`src/rtl/hazard_pkg.sv`:
```
// hazard_pkg: shared types, defaults and helpers for the hazard scoreboard.
package hazard_pkg;

    localparam int DEF_REG_AW     = 5;
    localparam int DEF_PIPE_DEPTH = 3;
    localparam int DEF_LOAD_STAGE = 2;
    localparam int FWD_REGFILE    = 0;

    typedef struct packed {
        logic                  valid;
        logic [DEF_REG_AW-1:0] rd;
        logic                  regwrt;
        logic                  load;
    } entry_t;

    localparam entry_t BUBBLE = '0;

    function automatic int clog2(input int v);
        clog2 = 1;
        while ((1 << clog2) < v) clog2++;
    endfunction

endpackage

```
`src/rtl/hz_mc_counter.sv`:
```
// hz_mc_counter: occupancy counter for the iterative multicycle unit.
module hz_mc_counter #(
    parameter int W = 4
) (
    input  logic         clk_i,
    input  logic         rst_i,
    input  logic         load,
    input  logic [W-1:0] lat,
    output logic         busy
);

    logic [W-1:0] cnt;

    assign busy = cnt != '0;

    // A new load cannot arrive while busy because decode is stalled.
    always_ff @(posedge clk_i or posedge rst_i) begin
        if (rst_i) cnt <= '0;
        else if (busy) cnt <= cnt - 1'b1;
        else if (load) cnt <= lat;
    end

endmodule

```
`src/rtl/hazard_scoreboard.sv`:
```
// hazard_scoreboard: shift-register scoreboard driving decode stall, issue and E-stage forward selects.
// Define HAZARD_MC_UNIT_EN to add the iterative multicycle unit interlock.
module hazard_scoreboard
    import hazard_pkg::*;
#(
    parameter int REG_AW     = DEF_REG_AW,
    parameter int PIPE_DEPTH = DEF_PIPE_DEPTH,
    parameter int LOAD_STAGE = DEF_LOAD_STAGE,
`ifdef HAZARD_MC_UNIT_EN
    parameter int MC_LAT_W   = 4,
`endif
    parameter int FWD_W      = clog2(PIPE_DEPTH)
) (
    input  logic                clk_i,
    input  logic                rst_i,
    input  logic                dec_valid_i,
    input  logic [REG_AW-1:0]   rs1_d_i,
    input  logic [REG_AW-1:0]   rs2_d_i,
    input  logic                rs1_use_d_i,
    input  logic                rs2_use_d_i,
    input  logic [REG_AW-1:0]   rd_d_i,
    input  logic                regwrt_d_i,
    input  logic                load_d_i,
    input  logic                flush_i,
    output logic                stall_o,
    output logic                issue_o,
    output logic                ex_valid_o,
    output logic [FWD_W-1:0]    fwd_a_o,
`ifdef HAZARD_MC_UNIT_EN
    input  logic                mc_d_i,
    input  logic [MC_LAT_W-1:0] mc_lat_d_i,
    output logic                mc_busy_o,
`endif
    output logic [FWD_W-1:0]    fwd_b_o
);

    entry_t                st [1:PIPE_DEPTH];
    entry_t                new_e;
    logic [PIPE_DEPTH-1:1] hit_a, hit_b;
    logic [FWD_W-1:0]      sel_a, sel_b;
    logic                  lu_a, lu_b;
    logic                  busy;

`ifdef HAZARD_MC_UNIT_EN
    hz_mc_counter #(.W(MC_LAT_W)) u_mc (
        .clk_i (clk_i),
        .rst_i (rst_i),
        .load  (issue_o & mc_d_i),
        .lat   (mc_lat_d_i),
        .busy  (busy)
    );
    assign mc_busy_o = busy;
`else
    assign busy = 1'b0;
`endif

    // The writeback stage writes the regfile this cycle, so it is never a forward source.
    for (genvar k = 1; k < PIPE_DEPTH; k++) begin : g_match
        assign hit_a[k] = st[k].valid & st[k].regwrt & (st[k].rd == rs1_d_i) & (|rs1_d_i) & rs1_use_d_i;
        assign hit_b[k] = st[k].valid & st[k].regwrt & (st[k].rd == rs2_d_i) & (|rs2_d_i) & rs2_use_d_i;
    end

    // Scan oldest to youngest so the youngest producer overrides.
    always_comb begin
        sel_a = FWD_W'(FWD_REGFILE);
        sel_b = FWD_W'(FWD_REGFILE);
        lu_a  = 1'b0;
        lu_b  = 1'b0;
        for (int k = PIPE_DEPTH - 1; k >= 1; k--) begin
            if (hit_a[k]) begin
                sel_a = FWD_W'(k);
                lu_a  = st[k].load && (k < LOAD_STAGE);
            end
            if (hit_b[k]) begin
                sel_b = FWD_W'(k);
                lu_b  = st[k].load && (k < LOAD_STAGE);
            end
        end
    end

    assign stall_o = busy | (dec_valid_i & (lu_a | lu_b) & ~flush_i);
    assign issue_o = dec_valid_i & ~stall_o & ~flush_i;
    assign new_e   = '{valid: issue_o, rd: rd_d_i, regwrt: regwrt_d_i, load: load_d_i};

    // While the multicycle unit is busy its instruction stays in stage 1 and bubbles drain behind it.
    always_ff @(posedge clk_i or posedge rst_i) begin
        if (rst_i) begin
            for (int k = 1; k <= PIPE_DEPTH; k++) st[k] <= BUBBLE;
            ex_valid_o <= 1'b0;
            fwd_a_o    <= '0;
            fwd_b_o    <= '0;
        end else begin
            st[1] <= busy ? st[1] : new_e;
            st[2] <= busy ? BUBBLE : st[1];
            for (int k = 3; k <= PIPE_DEPTH; k++) st[k] <= st[k-1];
            ex_valid_o <= issue_o;
            fwd_a_o    <= issue_o ? sel_a : '0;
            fwd_b_o    <= issue_o ? sel_b : '0;
        end
    end

endmodule

```
`config.mk`:
```
export PLATFORM = sky130hd
export DESIGN_NAME = hazard_scoreboard
export DESIGN_NICKNAME = d
export VERILOG_FILES = /design/src/rtl/hazard_pkg.sv /design/src/rtl/hz_mc_counter.sv /design/src/rtl/hazard_scoreboard.sv
export SDC_FILE = /design/constraint.sdc
export NUM_CORES = 1
export LEC_CHECK = 0
export BUFFER_PORTS_ARGS = -buffer_cell sky130_fd_sc_hd__buf_2
export CORE_MARGIN = 2
export CORE_UTILIZATION = 50
export DETAILED_ROUTE_END_ITERATION = 16
export PLACE_DENSITY = 0.78
export SYNTH_ARGS = -nofsm -noshare
export SYNTH_HDL_FRONTEND = slang
export SYNTH_SLANG_ARGS = --single-unit
export TNS_END_PERCENT = 30
```
`constraint.sdc`:
```
create_clock -name clk_i -period 5.75 [get_ports clk_i]
set_input_delay 1.725 -clock clk_i [delete_from_list [all_inputs] [get_ports clk_i]]
set_output_delay 1.725 -clock clk_i [all_outputs]
set_load 0.005 [all_outputs]
```
---- Word-level counts from Yosys, hierarchy flattened ----
Cells that the tools add are included.
storage, ports and cells
  word-level logic and storage cells ...... 44
  bits in registers ....................... 19
  input bits .............................. 23
cells by class
  bitwise gates (word level) .............. 21
  equal/unequal tests ..................... 4
  mux-type cells .......................... 8
  reductions and logical operators ........ 2
operator list
  operator            count
  == test 5 bit       4
  bitwise AND 1 bit   18
  2-to-1 mux 2 bit    6
  OR reduction 5 bit  2
  2-to-1 mux 1 bit    2
  NOT 1 bit           2
  OR 1 bit            1

---- Depth between registers and ports, before layout ----
  depth after elaboration ................. 12
  depth in mapped cells ................... 5
  depth with buffers taken out ............ 5

---- Worst setup path after synthesis ----
OpenSTA, ideal clock, no wires.
  kind .................................... input -> output
  from .................................... input rs2_d_i[1]
  to ...................................... output issue_o
  path slack .............................. 1194 ps
  cell stages on the path ................. 5
  data arrival time ....................... 2831 ps
  buffers on the path ..................... 0
  path through ............................ or4_1 > o21ai_2 > nor4_2 > o21ai_1 > nor2b_1
on the way
  word-level cells in the longest chain between the ends .. 11
  elaborated cells on any way between the ends .. 12
  those cells by class .................... eq/ne (1); mux (1); bitwise (9); reduce/logical (1)
RTL lines
  what                                 RTL line                 source
  from (decl)                          hazard_scoreboard.sv:18  input logic [REG_AW-1:0] rs2_d_i,
  == test 5 bit                        hazard_scoreboard.sv:60  assign hit_b[k] = st[k].valid & st[k].regwrt & (st[k].rd == rs2_d_i) & (|rs2_d_i) & rs2_use_d_i;
  bitwise AND 1 bit                    hazard_scoreboard.sv:60
  bitwise AND 1 bit (*) (2 in series)  hazard_scoreboard.sv:60
  2-to-1 mux 1 bit (*)                 hazard_scoreboard.sv:74  if (hit_b[k]) begin
  OR 1 bit (*)                         hazard_scoreboard.sv:81  assign stall_o = busy | (dec_valid_i & (lu_a | lu_b) & ~flush_i);
  bitwise AND 1 bit (*) (2 in series)  hazard_scoreboard.sv:81
  NOT 1 bit (*)                        hazard_scoreboard.sv:82  assign issue_o = dec_valid_i & ~stall_o & ~flush_i;
  bitwise AND 1 bit (*) (2 in series)  hazard_scoreboard.sv:82
  to (decl)                            hazard_scoreboard.sv:26  output logic issue_o,
Mark *: on every way between the ends. The rest lies on a longest branch, timed or not.

---- Worst setup path in the final report ----
Ends and elaborated chain as after synthesis.

==> key figures <==
Synthesis
  – Syn Inst Count: 63
  – Cell area after synthesis: 831 um2
  – Seq/Total Area, Yosys: 57.2%
  – Mean Syn Cell Area: 13.2 um2
  – Distinct cell type count after synthesis: 19
  – Syn Nets: 86
  – YS warnings: 0
  – Yosys reg bits: 19

Clock tree
  – Clk slew on worst S/H paths: 0.10 ns
  – Cts hold-fix bufs: 0
  – Post-CTS Setup Inserts: 0
  – CTS Sinks: 19
  – TritonCTS clock tree: built
  – Root Buffer: clkbuf_4
  – Clock latency on the worst-skew pair: 0.30 ns
  – CTS Buffer Depth: 2
  – Post-CTS Resized: 0
  – H-tree levels: 1
  – CTS buffer count: 3

Global routing
  – First-pass GRT wire length: 2440 um
  – Met1 Usage GRT: 20.5%
  – Routing usage on met2: 30.7%
  – Vias in the first global route: 575
  – GR Util met3: 7.20%
  – GR peak layer: met2
  – Initial antenna violation count: 0
  – GRT overflow: 0
  – Gr usage total: 18.2%
  – Largest net degree at the start of global routing: 20

Cells and area
  – Final net count: 120
  – Reg area: 475 um2
  – Multi-input gate area: 352 um2
  – Non-Filler Instances: 112
  – Share of cells above drive strength 1: 41.7%
  – Area grow syn2layout: 23.2%
  – ANT cells: 0
  – # fillers: 123

Placed design
  – Placed Cells: 108
  – IO Port Bufs: 29
  – Post-DP HPWL: 1190 um
  – Gpl congestion: 0.796

Power
  – Power Dens Cells: 234 mW/mm2
  – Worst vdd rail ir drop: 187 uV
  – P_leak: 0.468 nW

Route
  – Antenna viol nets, final: 0
  – DR vias: 566
  – Drc violations: 0
  – Routed WL per cell: 13.2 um
  – 1st-iter DRT viols: 4
  – Vias/cell: 5.05
  – TritonRoute pass-1 iters: 2
  – Final WL: 1470 um

Worst hold path
  – Worst hold-check path type: reg2reg
  – Hold path start: st[17]
  – Worst Hold Depth: 0
  – Hold Path End: st[9]

Setup path
  – Reg2reg setup slack: 4.16 ns
  – Crit path arrival time: 3.13 ns
  – Worst Reg2Reg Path Length in Cells: 5
  – FF-to-FF End: st[23]
  – Worst Setup End Kind: output port
  – Crit path max fanout: 4
  – Crit start category: input pin
  – Worst Path Class, Setup: in2out
  – Critical path data required time: 4.03 ns
  – R2r startpoint: st[21]

Timing
  – Hold Slack: 0.388 ns
  – Setup-failing EPs final: 0
  – Minimum clock period: 4.86 ns
  – Worst slew margin: 55.0%
  – Final Max Slew Viols: 0
  – Fmax: 0.206 GHz
  – Fin. Hold Viols: 0
  – Final total negative setup slack: 0 ns
  – Clock Skew: 0.00655 ns
  – Transition time at the pin with the least slew margin: 0.674 ns
  – RSZ-0062 raised after global routing: no
  – Final period util: 84.5%

Run status
  – Status: complete, no violations

Floorplanning
  – Die width: 44.8 um
  – Die area: 0.00200 mm2
  – Io pins: 30
  – Initial Util: 54.5%
  – Core area: 0.00152 mm2
  – Die height: 44.8 um
  – Cell row count: 14

Flow run
  – # Max-Cap Violations: 0
-- cell families (layout without fill, tap and decap cells) --
| group | after synthesis | count (layout) | share of synthesized area (%) |
|---|---|---|---|
| AOI/OAI and AO/OA | 5 | 5 | 5.42 |
| xor gates and xnor gates | 20 | 20 | 21.1 |
| buffers and inverters | 1 | 34 | 0.451 |
| DFF | 19 | 19 | 57.2 |
| and+or+nand+nor | 18 | 18 | 15.8 |
-- synth_stat cells --
library cell | number | area share, %
dfrtp_1 | 19 | 57
xnor2_1 | 12 | 13
xor2_1 | 8 | 8.4
nand4_1 | 3 | 2.3
nand2_1 | 2 | 0.90
nor2_1 | 2 | 0.90
nor3b_1 | 2 | 1.8
nor4_2 | 2 | 3.0
o21ai_2 | 2 | 2.1
or4_1 | 2 | 1.8
a2111oi_2 | 1 | 1.8
a211oi_1 | 1 | 0.90
inv_1 | 1 | 0.45
nand2b_4 | 1 | 1.7
nand3_1 | 1 | 0.60
nor2b_1 | 1 | 0.75
nor4_1 | 1 | 0.75
o21ai_1 | 1 | 0.60
or4_4 | 1 | 1.4
-- through the flow --
step | area [um2] | utilization, % | worst slack, ns | power, mW
floorplan | 831 | - | 1.19 | 0.162
global placement | 996 | 65.4 | 0.931 | 0.176
detailed placement | 996 | 65.4 | 0.871 | 0.177
CTS | 1020 | 67.2 | 0.883 | 0.243
global route | 1020 | 67.2 | 0.823 | 0.252
finish | 1020 | 67.2 | 0.893 | 0.239
-- flip-flops by register name, summed over array words and instances (netlist names) --
signal	count
st	15
fwd_b_o	2
fwd_a_o	2
-- power by group --
group | switching, mW | total, mW | internal [mW]
combinational | 0.0146 | 0.0302 | 0.0156
sequential | 0.00520 | 0.144 | 0.139
clock | 0.0391 | 0.0651 | 0.0259
-- worst max-delay path by stage --
stage | from | endpoint | slack, ns | cells after the start
2_1_floorplan | rs2_d_i[1] | issue_o | 1.19 | 5
3_3_place_gp | rs2_d_i[1] | issue_o | 0.93 | 7
3_5_place_dp | rs2_d_i[1] | issue_o | 0.87 | 7
4_1_cts | rs2_d_i[1] | issue_o | 0.88 | 7
5_1_grt | rs2_d_i[1] | issue_o | 0.82 | 7
6_report | rs2_d_i[1] | issue_o | 0.89 | 7
-- worst max-delay path, cell delays in order --
cell and delay, ns:
buf_2 0.12, or4_1 0.55, o21ai_2 0.19, nor4_2 0.10
o21ai_1 0.15, nor2b_1 0.17, buf_2 0.13
-- layer usage --
metal	vias up	wire (um)	share of wire (%)
li1	284	-	-
met1	262	645	44
met2	18	722	49
met3	2	94	6.4
met4	0	11	0.75
met5	-	0	0
-- cell usage in the layout, fill, tap and decap left out --
cell type  instances
nand2_1            2
nand3_1            1
o21ai_2            2
nor2b_1            1
nor3b_1            2
o21ai_1            1
a211oi_1           1
nor4_1             1
nor2_1             2
buf_2             29
clkinv_2           1
nand2b_4           1
or4_1              2
clkbuf_4           3
or4_4              1
xor2_1             8
xnor2_1           12
dfrtp_1           19
a2111oi_2          1
nor4_2             2
nand4_1            3
inv_1              1
-- layout make-up --
| type | count | area share (%) |
|---|---|---|
| Tap cell | 16 | 1.96 |
| Clock inverter | 1 | 0.489 |
| Timing Repair Buffer | 29 | 14.2 |
| Sequential cell | 19 | 46.5 |
| Clock buffer | 3 | 2.20 |
| Inverter | 1 | 0.367 |
| Multi-Input combinational cell | 43 | 34.4 |
No activity file was read; power rests on OpenSTA's default activity.
